===== src/rtl/iob_iddr_scan_rx.sv =====
// rtl/iob_iddr_scan_rx.sv - DUT serial readback capture, deserialiser and 2-entry word buffer (option: SCAN_RX_IDDR_EN)
module iob_iddr_scan_rx #(
    parameter int WORD_W  = 16,
    parameter int FRAME_W = 8
) (
    input  logic               pl_clk1,
    input  logic               pl_rstn,
    input  logic               dut_scan_out_i,
    input  logic               scan_sample_i,
    input  logic               start_i,
    input  logic [FRAME_W-1:0] frame_len_i,
    input  logic               abort_i,
    output logic [WORD_W-1:0]  word_o,
    output logic               word_valid_o,
    input  logic               word_ready_i,
    output logic               busy_o,
    output logic               done_o,
    output logic               overflow_o
);

    localparam int CNT_W = $clog2(WORD_W);
    localparam logic [CNT_W-1:0] BIT_LAST = CNT_W'(WORD_W - 1);

    typedef enum logic [1:0] {
        ST_IDLE  = 2'd0,
        ST_SHIFT = 2'd1,
        ST_DONE  = 2'd2
    } state_t;

    logic stage1;
    logic rx_bit_q;

    // Stage 1 sits in the I/O tile and is never reset; only the fabric flop sees pl_rstn.
`ifdef SCAN_RX_IDDR_EN
    logic iddr_q2;

    IDDR #(
        .DDR_CLK_EDGE ("SAME_EDGE_PIPELINED"),
        .INIT_Q1      (1'b0),
        .INIT_Q2      (1'b0),
        .SRTYPE       ("SYNC")
    ) u_iddr (
        .Q1 (stage1),
        .Q2 (iddr_q2),
        .C  (pl_clk1),
        .CE (1'b1),
        .D  (dut_scan_out_i),
        .R  (1'b0),
        .S  (1'b0)
    );
`else
    (* IOB = "TRUE" *) logic pad_q;

    always_ff @(posedge pl_clk1) begin
        pad_q <= dut_scan_out_i;
    end

    assign stage1 = pad_q;
`endif

    always_ff @(posedge pl_clk1) begin
        if (!pl_rstn) begin
            rx_bit_q <= 1'b0;
        end else begin
            rx_bit_q <= stage1;
        end
    end

    state_t              state_q, state_d;
    logic [CNT_W-1:0]    bit_cnt_q, bit_cnt_d;
    logic [FRAME_W-1:0]  words_left_q, words_left_d;
    logic [WORD_W-1:0]   shreg_q, shreg_d;
    logic [WORD_W-1:0]   word_next;
    logic                push;
    logic                frame_start;

    assign word_next = {shreg_q[WORD_W-2:0], rx_bit_q};

    always_comb begin
        state_d      = state_q;
        bit_cnt_d    = bit_cnt_q;
        words_left_d = words_left_q;
        shreg_d      = shreg_q;
        push         = 1'b0;
        frame_start  = 1'b0;
        if (abort_i) begin
            state_d   = ST_IDLE;
            bit_cnt_d = '0;
            shreg_d   = '0;
        end else begin
            case (state_q)
                ST_IDLE: begin
                    if (start_i) begin
                        frame_start = 1'b1;
                        if (frame_len_i != '0) begin
                            words_left_d = frame_len_i;
                            bit_cnt_d    = '0;
                            shreg_d      = '0;
                            state_d      = ST_SHIFT;
                        end else begin
                            state_d = ST_DONE;
                        end
                    end
                end
                ST_SHIFT: begin
                    if (scan_sample_i) begin
                        shreg_d = word_next;
                        if (bit_cnt_q == BIT_LAST) begin
                            push         = 1'b1;
                            bit_cnt_d    = '0;
                            words_left_d = words_left_q - FRAME_W'(1);
                            if (words_left_q == FRAME_W'(1)) begin
                                state_d = ST_DONE;
                            end
                        end else begin
                            bit_cnt_d = bit_cnt_q + CNT_W'(1);
                        end
                    end
                end
                ST_DONE: begin
                    state_d = ST_IDLE;
                end
                default: begin
                    state_d = ST_IDLE;
                end
            endcase
        end
    end

    always_ff @(posedge pl_clk1) begin
        if (!pl_rstn) begin
            state_q      <= ST_IDLE;
            bit_cnt_q    <= '0;
            words_left_q <= '0;
            shreg_q      <= '0;
        end else begin
            state_q      <= state_d;
            bit_cnt_q    <= bit_cnt_d;
            words_left_q <= words_left_d;
            shreg_q      <= shreg_d;
        end
    end

    logic [WORD_W-1:0] head_q, head_d;
    logic [WORD_W-1:0] tail_q, tail_d;
    logic [1:0]        count_q, count_d;
    logic              overflow_q, overflow_d;
    logic              pop;

    assign pop = (count_q != 2'd0) && word_ready_i;

    // A full buffer that pops in the same cycle still has room for the incoming word.
    always_comb begin
        head_d     = head_q;
        tail_d     = tail_q;
        count_d    = count_q;
        overflow_d = overflow_q;
        if (frame_start) begin
            overflow_d = 1'b0;
        end
        if (abort_i) begin
            count_d = 2'd0;
        end else begin
            case (count_q)
                2'd0: begin
                    if (push) begin
                        head_d  = word_next;
                        count_d = 2'd1;
                    end
                end
                2'd1: begin
                    if (push && pop) begin
                        head_d = word_next;
                    end else if (push) begin
                        tail_d  = word_next;
                        count_d = 2'd2;
                    end else if (pop) begin
                        count_d = 2'd0;
                    end
                end
                2'd2: begin
                    if (pop) begin
                        head_d = tail_q;
                        if (push) begin
                            tail_d = word_next;
                        end else begin
                            count_d = 2'd1;
                        end
                    end else if (push) begin
                        overflow_d = 1'b1;
                    end
                end
                default: begin
                    count_d = 2'd0;
                end
            endcase
        end
    end

    always_ff @(posedge pl_clk1) begin
        if (!pl_rstn) begin
            head_q     <= '0;
            tail_q     <= '0;
            count_q    <= 2'd0;
            overflow_q <= 1'b0;
        end else begin
            head_q     <= head_d;
            tail_q     <= tail_d;
            count_q    <= count_d;
            overflow_q <= overflow_d;
        end
    end

    assign word_o       = head_q;
    assign word_valid_o = (count_q != 2'd0);
    assign busy_o       = (state_q == ST_SHIFT);
    assign done_o       = (state_q == ST_DONE);
    assign overflow_o   = overflow_q;

endmodule


===== config.mk =====
export PLATFORM = sky130hd
export DESIGN_NAME = iob_iddr_scan_rx
export DESIGN_NICKNAME = d
export VERILOG_FILES = /design/src/rtl/iob_iddr_scan_rx.sv
export SDC_FILE = /design/constraint.sdc
export NUM_CORES = 1
export LEC_CHECK = 0
export ABC_AREA = 1
export CORE_ASPECT_RATIO = 0.5
export CORE_UTILIZATION = 60
export CTS_CLUSTER_SIZE = 40
export DETAILED_ROUTE_END_ITERATION = 16
export PLACE_DENSITY_LB_ADDON = 0.3
export SLEW_MARGIN = 0
export SYNTH_ARGS = -nofsm -noshare
export SYNTH_HDL_FRONTEND = slang
export SYNTH_SLANG_ARGS = --single-unit

===== constraint.sdc =====
create_clock -name pl_clk1 -period 4.3 [get_ports pl_clk1]
set_input_delay 1.075 -clock pl_clk1 [delete_from_list [all_inputs] [get_ports pl_clk1]]
set_output_delay 1.075 -clock pl_clk1 [all_outputs]
set_load 0.005 [all_outputs]

# ---- Word level (Yosys, flattened, before mapping)
# Index checks and enable logic that the tools add are counted.
dict set report totals {
  ff_bits 66
  output_inout_bits 20
  elab_cells 94
  inputBits 15
}
dict set report classes {
  n_reduce_logical 16
  n_bitwise 2
  n_mux 47
  eq_ne 17
  addsub 2
}
# cell n
set op_table {}
lappend op_table {{$mux 16} 6}
lappend op_table {{$pmux 16 s3} 1}
lappend op_table {{$mux 15} 3}
lappend op_table {{$mux 8} 4}
lappend op_table {{$pmux 16 s2} 1}
lappend op_table {{$pmux 15 s2} 1}
lappend op_table {{$mux 2} 11}
lappend op_table {{$mux 4} 4}
lappend op_table {{$ne 2x2->1 const B} 8}
lappend op_table {{$pmux 8 s2} 1}
lappend op_table {{$mux 1} 12}
lappend op_table {{$reduce_and 4->1} 3}
lappend op_table {{$reduce_and 5->1} 2}
lappend op_table {{$eq 8x1->1 const B} 1}
lappend op_table {{$pmux 4 s2} 1}
lappend op_table {{$reduce_bool 8->1} 1}
lappend op_table {{$sub 8x1->8 const B} 1}
lappend op_table {{$pmux 2 s3} 1}
lappend op_table {{$reduce_and 6->1} 1}
lappend op_table {{$reduce_bool 2->1} 3}
lappend op_table {{$add 4x1->4 const B} 1}
lappend op_table {{$eq 2x1->1 const B} 2}
lappend op_table {{$eq 2x2->1 const B} 2}
lappend op_table {{$eq 4x4->1 const B} 1}
lappend op_table {{8 further kinds} 12}

# ---- Depth between registers and ports, before layout
dict set report depth {
  depth_word 9
  depth_mapped 11
  mapped_depth_nobuf 10
}

# ---- Least setup slack after synthesis
# Ideal clock, no wire load.
dict set report synth_timing {
  path_kind {input port to flip-flop}
  start {input port abort_i}
  end {register head_q[10] (netlist: word_o[10])}
  setup_time_ps 132
  arrival_time_ps 1989
  setup_slack_ps 2178
  path_buffers 1
  required_time_ps 4168
  path_stages 9
  cell_sequence {inv_1 > nand2_1 > nor2_4 > nand2_2 > a21oi_4 > nand2_2 > buf_2 > nand2_1 > a21oi_1}
}
dict set report synth_via {
  elab_chain_len 4
  word_cells_on_any_way 6
  classes_between {eq/ne: 2; mux: 1; bitwise: 1; reduce/logical: 2}
}
# element line
set synth_lines {}
lappend synth_lines {{from (decl)} 12} ;# input logic abort_i,
lappend synth_lines {{$mux 1} 86} ;# if (abort_i) begin
lappend synth_lines {{$logic_and 1x1->1} 172} ;# if (push && pop) begin
lappend synth_lines {{$ne 2x2->1 (no line)} n/a}
lappend synth_lines {{$reduce_and 5->1 (no line) *} n/a}
lappend synth_lines {{to (signal assigned)} 202} ;# head_q <= '0;
lappend synth_lines {{to (signal assigned)} 207} ;# head_q <= head_d;
lappend synth_lines {{to (decl)} 144} ;# logic [WORD_W-1:0] head_q, head_d;
# Every way passes the cells marked *; elsewhere a longest branch is shown, timed or not.
# A chain may end at the register's enable or synchronous reset.

# ---- Final worst setup path
dict set report layout_timing {
  start {input port pl_rstn}
  end {register state_q[1]}
}
dict set report layout_via {
  elab_chain_len 2
}
# element line
set layout_lines {}
lappend layout_lines {{from (decl)} 7} ;# input logic pl_rstn,
lappend layout_lines {{$not 1->1 (no line)} n/a}
lappend layout_lines {{$reduce_or 2->1 (no line)} n/a}
lappend layout_lines {{to (signal assigned)} 137} ;# state_q <= state_d;
lappend layout_lines {{to (decl)} 69} ;# state_t state_q, state_d;
# No other way between the ends.

==> impl_metrics.prom <==
# TYPE chip_impl_metric gauge
chip_impl_info{name="outcome",value="finished clean"} 1
chip_impl_metric{name="synth-seq-cells",unit=""} 66
chip_impl_metric{name="timing.critical_path.arrival",unit="ps"} 3280
chip_impl_metric{name="slew_viol_final",unit=""} 0
chip_impl_info{name="end_kind",value="flop"} 1
chip_impl_metric{name="grt_antenna_before_repair",unit=""} 0
chip_impl_metric{name="num_vias",unit=""} 2969
chip_impl_metric{name="post-dp-hpwl",unit="um"} 4390
chip_impl_info{name="timing_worst_setup_path_type",value="in2reg"} 1
chip_impl_metric{name="clk_pin_slew_worst_paths",unit="ps"} 70
chip_impl_metric{name="postSynthCellCount",unit=""} 470
chip_impl_info{name="slowest_stage",value="sky130_fd_sc_hd__clkinv_1"} 1
chip_impl_metric{name="via_count_of_the_first_global_routing_pass",unit=""} 2613
chip_impl_metric{name="total_number_of_h_tree_levels",unit=""} 3
chip_impl_metric{name="yosysUniqueCellTypes",unit=""} 28
chip_impl_metric{name="timing_hold_violations_final",unit=""} 0
chip_impl_metric{name="holdBufCountCts",unit=""} 0
chip_impl_metric{name="viasPerCell",unit=""} 5.18
chip_impl_metric{name="grt_util_all_layers",unit="%"} 26.0
chip_impl_metric{name="slew_headroom",unit="%"} 43.1
chip_impl_metric{name="dieArea",unit="mm2"} 0.00546
chip_impl_info{name="layout.cells.most_common",value="sky130_fd_sc_hd__nand2_1"} 1
chip_impl_metric{name="synthAdderAreaFrac",unit="%"} 1.21
chip_impl_metric{name="route.met2.wl",unit="um"} 3320
chip_impl_metric{name="synth.yosys.warnings",unit=""} 0
chip_impl_info{name="mostFrequentLayoutCells",value="sky130_fd_sc_hd__nand2_1 (146), sky130_fd_sc_hd__nor2_1 (71), sky130_fd_sc_hd__dfxtp_1 (66)"} 1
chip_impl_metric{name="m1WireLength",unit="um"} 2950
chip_impl_metric{name="synth.avg_cell_area",unit="um2"} 6.58
chip_impl_info{name="dominant_combinational_cell_family_by_area_after_synthesis",value="simple AND/OR/NAND/NOR gates"} 1
chip_impl_info{name="ordered_list_of_cells_on_the_worst_path",value="clkdlybuf4s50_1 -> buf_4 -> clkinv_1 -> nor2_1 -> inv_1 -> nor4_1"} 1
chip_impl_metric{name="clock-sinks",unit=""} 66
chip_impl_metric{name="die_height",unit="um"} 52.8
chip_impl_metric{name="cts-buffers-inserted",unit=""} 9
chip_impl_metric{name="final_estimated_routing_congestion_in_global_placement",unit=""} 0.835
chip_impl_metric{name="netlist.area_leader.share",unit="%"} 42.7
chip_impl_info{name="cts_root_buffer",value="sky130_fd_sc_hd__clkbuf_8"} 1
chip_impl_metric{name="grt_max_degree",unit=""} 35
chip_impl_metric{name="place_inst",unit=""} 558
chip_impl_metric{name="ff2ff_setup_slack",unit="ps"} 2260
chip_impl_info{name="critical_path_start_type",value="primary input"} 1
chip_impl_info{name="hold_class",value="reg2reg"} 1
chip_impl_metric{name="routed-wl-met3",unit="um"} 235
chip_impl_metric{name="fmax",unit="MHz"} 330
chip_impl_info{name="min_from",value="pad_q"} 1
chip_impl_metric{name="finalSetupViolations",unit=""} 0
chip_impl_metric{name="critPathMaxStageDelay",unit="ps"} 480
chip_impl_info{name="yosys.area.top_type",value="sky130_fd_sc_hd__dfxtp_1"} 1
chip_impl_info{name="startpoint",value="pl_rstn"} 1
chip_impl_metric{name="syn_area",unit="mm2"} 0.00309
chip_impl_metric{name="floorplan.die.width",unit="um"} 104
chip_impl_metric{name="core_area",unit="mm2"} 0.00493
chip_impl_info{name="top_layer",value="met4"} 1
chip_impl_metric{name="route.detailed.drc",unit=""} 0
chip_impl_metric{name="ctsLongestPathBuffers",unit=""} 2
chip_impl_metric{name="num_antenna_cells",unit=""} 0
chip_impl_metric{name="synth_fp_nets",unit=""} 488
chip_impl_metric{name="worst-path-max-fanout",unit=""} 26
chip_impl_metric{name="totalNegativeSetupSlack",unit="ps"} 0
chip_impl_info{name="timing.rr.start",value="count_q[1]"} 1
chip_impl_metric{name="design.portCount",unit=""} 35
chip_impl_metric{name="fin_skew",unit="ps"} 10.5
chip_impl_metric{name="firstDrtPassIters",unit=""} 4
chip_impl_metric{name="cts_setup_buffers",unit=""} 0
chip_impl_info{name="rsz0062_at_grt",value="no"} 1
chip_impl_metric{name="synth-seq-area-share",unit="%"} 42.7
chip_impl_metric{name="min_path_cells",unit=""} 2
chip_impl_metric{name="synth_area_in_compound_gates",unit="%"} 12.6
chip_impl_metric{name="timing.critical_path.required",unit="ps"} 4550
chip_impl_metric{name="wl_per_cell",unit="um"} 11.5
chip_impl_metric{name="synthMuxAreaShare",unit="%"} 0
chip_impl_metric{name="worst_skew_pair_later_pin_latency",unit="ps"} 350
chip_impl_metric{name="final_nets",unit=""} 517
chip_impl_metric{name="postCtsResizedCells",unit=""} 0
chip_impl_metric{name="max_slew.worst_pin.slew",unit="ps"} 853
chip_impl_metric{name="r2r.worst_path.cells",unit=""} 10
chip_impl_info{name="worst_flop_to_flop_path_endpoint",value="tail_q[4]"} 1
chip_impl_info{name="tritoncts",value="built"} 1
chip_impl_metric{name="floorplan.initialDensity",unit="%"} 62.7
chip_impl_metric{name="synthToLayoutAreaGrowth",unit="%"} 17.0
chip_impl_metric{name="synth-xor-area-share",unit="%"} 0.567
chip_impl_metric{name="std_cell_rows",unit=""} 18
chip_impl_metric{name="globalRoute.totalOverflow",unit=""} 0
chip_impl_metric{name="drt_iter0_markers",unit=""} 110
chip_impl_metric{name="power.ir.vdd_worst",unit="mV"} 0.190
chip_impl_info{name="hold_end",value="rx_bit_q"} 1
chip_impl_metric{name="global_route_wire_length_before_repair",unit="um"} 11000
chip_impl_metric{name="power.density_cell_area",unit="mW/mm2"} 329
chip_impl_metric{name="post_route_ant_nets",unit=""} 0
chip_impl_metric{name="period_needed",unit="ps"} 3030
chip_impl_metric{name="final.period_utilization",unit="%"} 70.4
chip_impl_metric{name="pleak",unit="nW"} 1.54
chip_impl_metric{name="drive_above_1_share",unit="%"} 6.36
chip_impl_metric{name="cap_viol_max_count",unit=""} 0
chip_impl_metric{name="placement.io_buffers",unit=""} 34
chip_impl_metric{name="post_layout_nonfiller_instances",unit=""} 573
chip_impl_metric{name="wirelength",unit="um"} 6600
chip_impl_metric{name="synth-simple-area-share",unit="%"} 34.4
chip_impl_info{name="synth.area.top_cells",value="sky130_fd_sc_hd__dfxtp_1 (43%), sky130_fd_sc_hd__nand2_1 (18%), sky130_fd_sc_hd__nor2_1 (8.6%), sky130_fd_sc_hd__a21oi_1 (7.6%), sky130_fd_sc_hd__inv_1 (5.1%)"} 1
==> cell type report <==
class	instances	area, um2
Clock buffer	10	138
Clock inverter	5	31.3
Fill cell	394	1320
Inverter	45	169
Multi-Input combinational cell	340	1510
Sequential cell	66	1320
Tap cell	70	87.6
Timing Repair Buffer	37	363
==> worst max-delay path, delay by kind of cell <==
family | cells | cell delay, ps
buffers and inverters | 4 | 1570
AND/OR/NAND/NOR | 2 | 640
==> synthesized netlist by cell type <==
cell type and count:
sky130_fd_sc_hd__xor2_1 2, sky130_fd_sc_hd__o31ai_1 1, sky130_fd_sc_hd__buf_1 1, sky130_fd_sc_hd__nand2_1 146, sky130_fd_sc_hd__nand3_2 1, sky130_fd_sc_hd__a21oi_1 47, sky130_fd_sc_hd__nand3_1 28, sky130_fd_sc_hd__nor3_1 2
sky130_fd_sc_hd__a21oi_4 1, sky130_fd_sc_hd__dfxtp_1 66, sky130_fd_sc_hd__buf_2 6, sky130_fd_sc_hd__nand2_2 5, sky130_fd_sc_hd__inv_2 1, sky130_fd_sc_hd__buf_4 4, sky130_fd_sc_hd__nor2_1 71, sky130_fd_sc_hd__clkbuf_1 8
sky130_fd_sc_hd__nor4_1 1, sky130_fd_sc_hd__nand3b_1 1, sky130_fd_sc_hd__o21ai_0 23, sky130_fd_sc_hd__o21ai_2 1, sky130_fd_sc_hd__ha_1 3, sky130_fd_sc_hd__nor2_2 2, sky130_fd_sc_hd__o211ai_1 1, sky130_fd_sc_hd__or2_2 2
sky130_fd_sc_hd__clkinv_1 2, sky130_fd_sc_hd__inv_1 42, sky130_fd_sc_hd__nor2_4 1, sky130_fd_sc_hd__nand4_1 1
==> stage by stage <==
| step | utilization (%) | instance area (um2) | power (mW) | hold WS (ps) | setup WS [ps] |
|---|---|---|---|---|---|
| 2_1_floorplan | - | 3090 | 0.714 | 390 | 2180 |
| 3_3_place_gp | 69.9 | 3450 | 0.746 | 404 | 990 |
| 3_5_place_dp | 69.9 | 3450 | 0.747 | 401 | 944 |
| 4_1_cts | 73.3 | 3620 | 1.19 | 411 | 1270 |
| 5_1_grt | 73.3 | 3620 | 1.24 | 423 | 1020 |
| 6_report | 73.3 | 3620 | 1.19 | 410 | 1270 |
==> flip-flops by register name, summed over array words and instances (netlist names) <==
signal and flops:
bit_cnt_q 4, rx_bit_q 1, pad_q 1, words_left_q 8, word_o 16, overflow_o 1
tail_q 16, count_q 2, state_q 2, shreg_q 15
==> power by group <==
part | total, mW | switching [mW] | internal (mW)
Combinational | 0.107 | 0.0679 | 0.0393
Sequential | 0.627 | 0.00656 | 0.620
Clock | 0.456 | 0.237 | 0.219
Total | 1.19 | 0.311 | 0.879
==> kinds of logic (layout without fill, tap and decap cells) <==
logic type	count (synthesis)	count (layout)
AND/OR/NAND/NOR	261	261
AO/OA/AOI/OAI	74	74
flip-flops	66	66
buffers and inverters	64	97
adder cells (fa/ha/maj)	3	3
XOR/XNOR	2	2
==> worst max-delay path by stage <==
stage / to / cells after the start
2_1_floorplan: word_o[10] / 9
3_3_place_gp: state_q[1] / 6
3_5_place_dp: state_q[1] / 6
4_1_cts: state_q[1] / 6
5_1_grt: state_q[1] / 6
6_report: state_q[1] / 6
==> per-layer routing <==
layer  vias to the layer above  GRT usage (%)
met5                         -              0
met4                         0           8.70
met3                        11           8.20
met2                        57           49.8
met1                      1370           28.1
li1                       1531              -
Note: power is estimated with default switching activity, not from simulation.
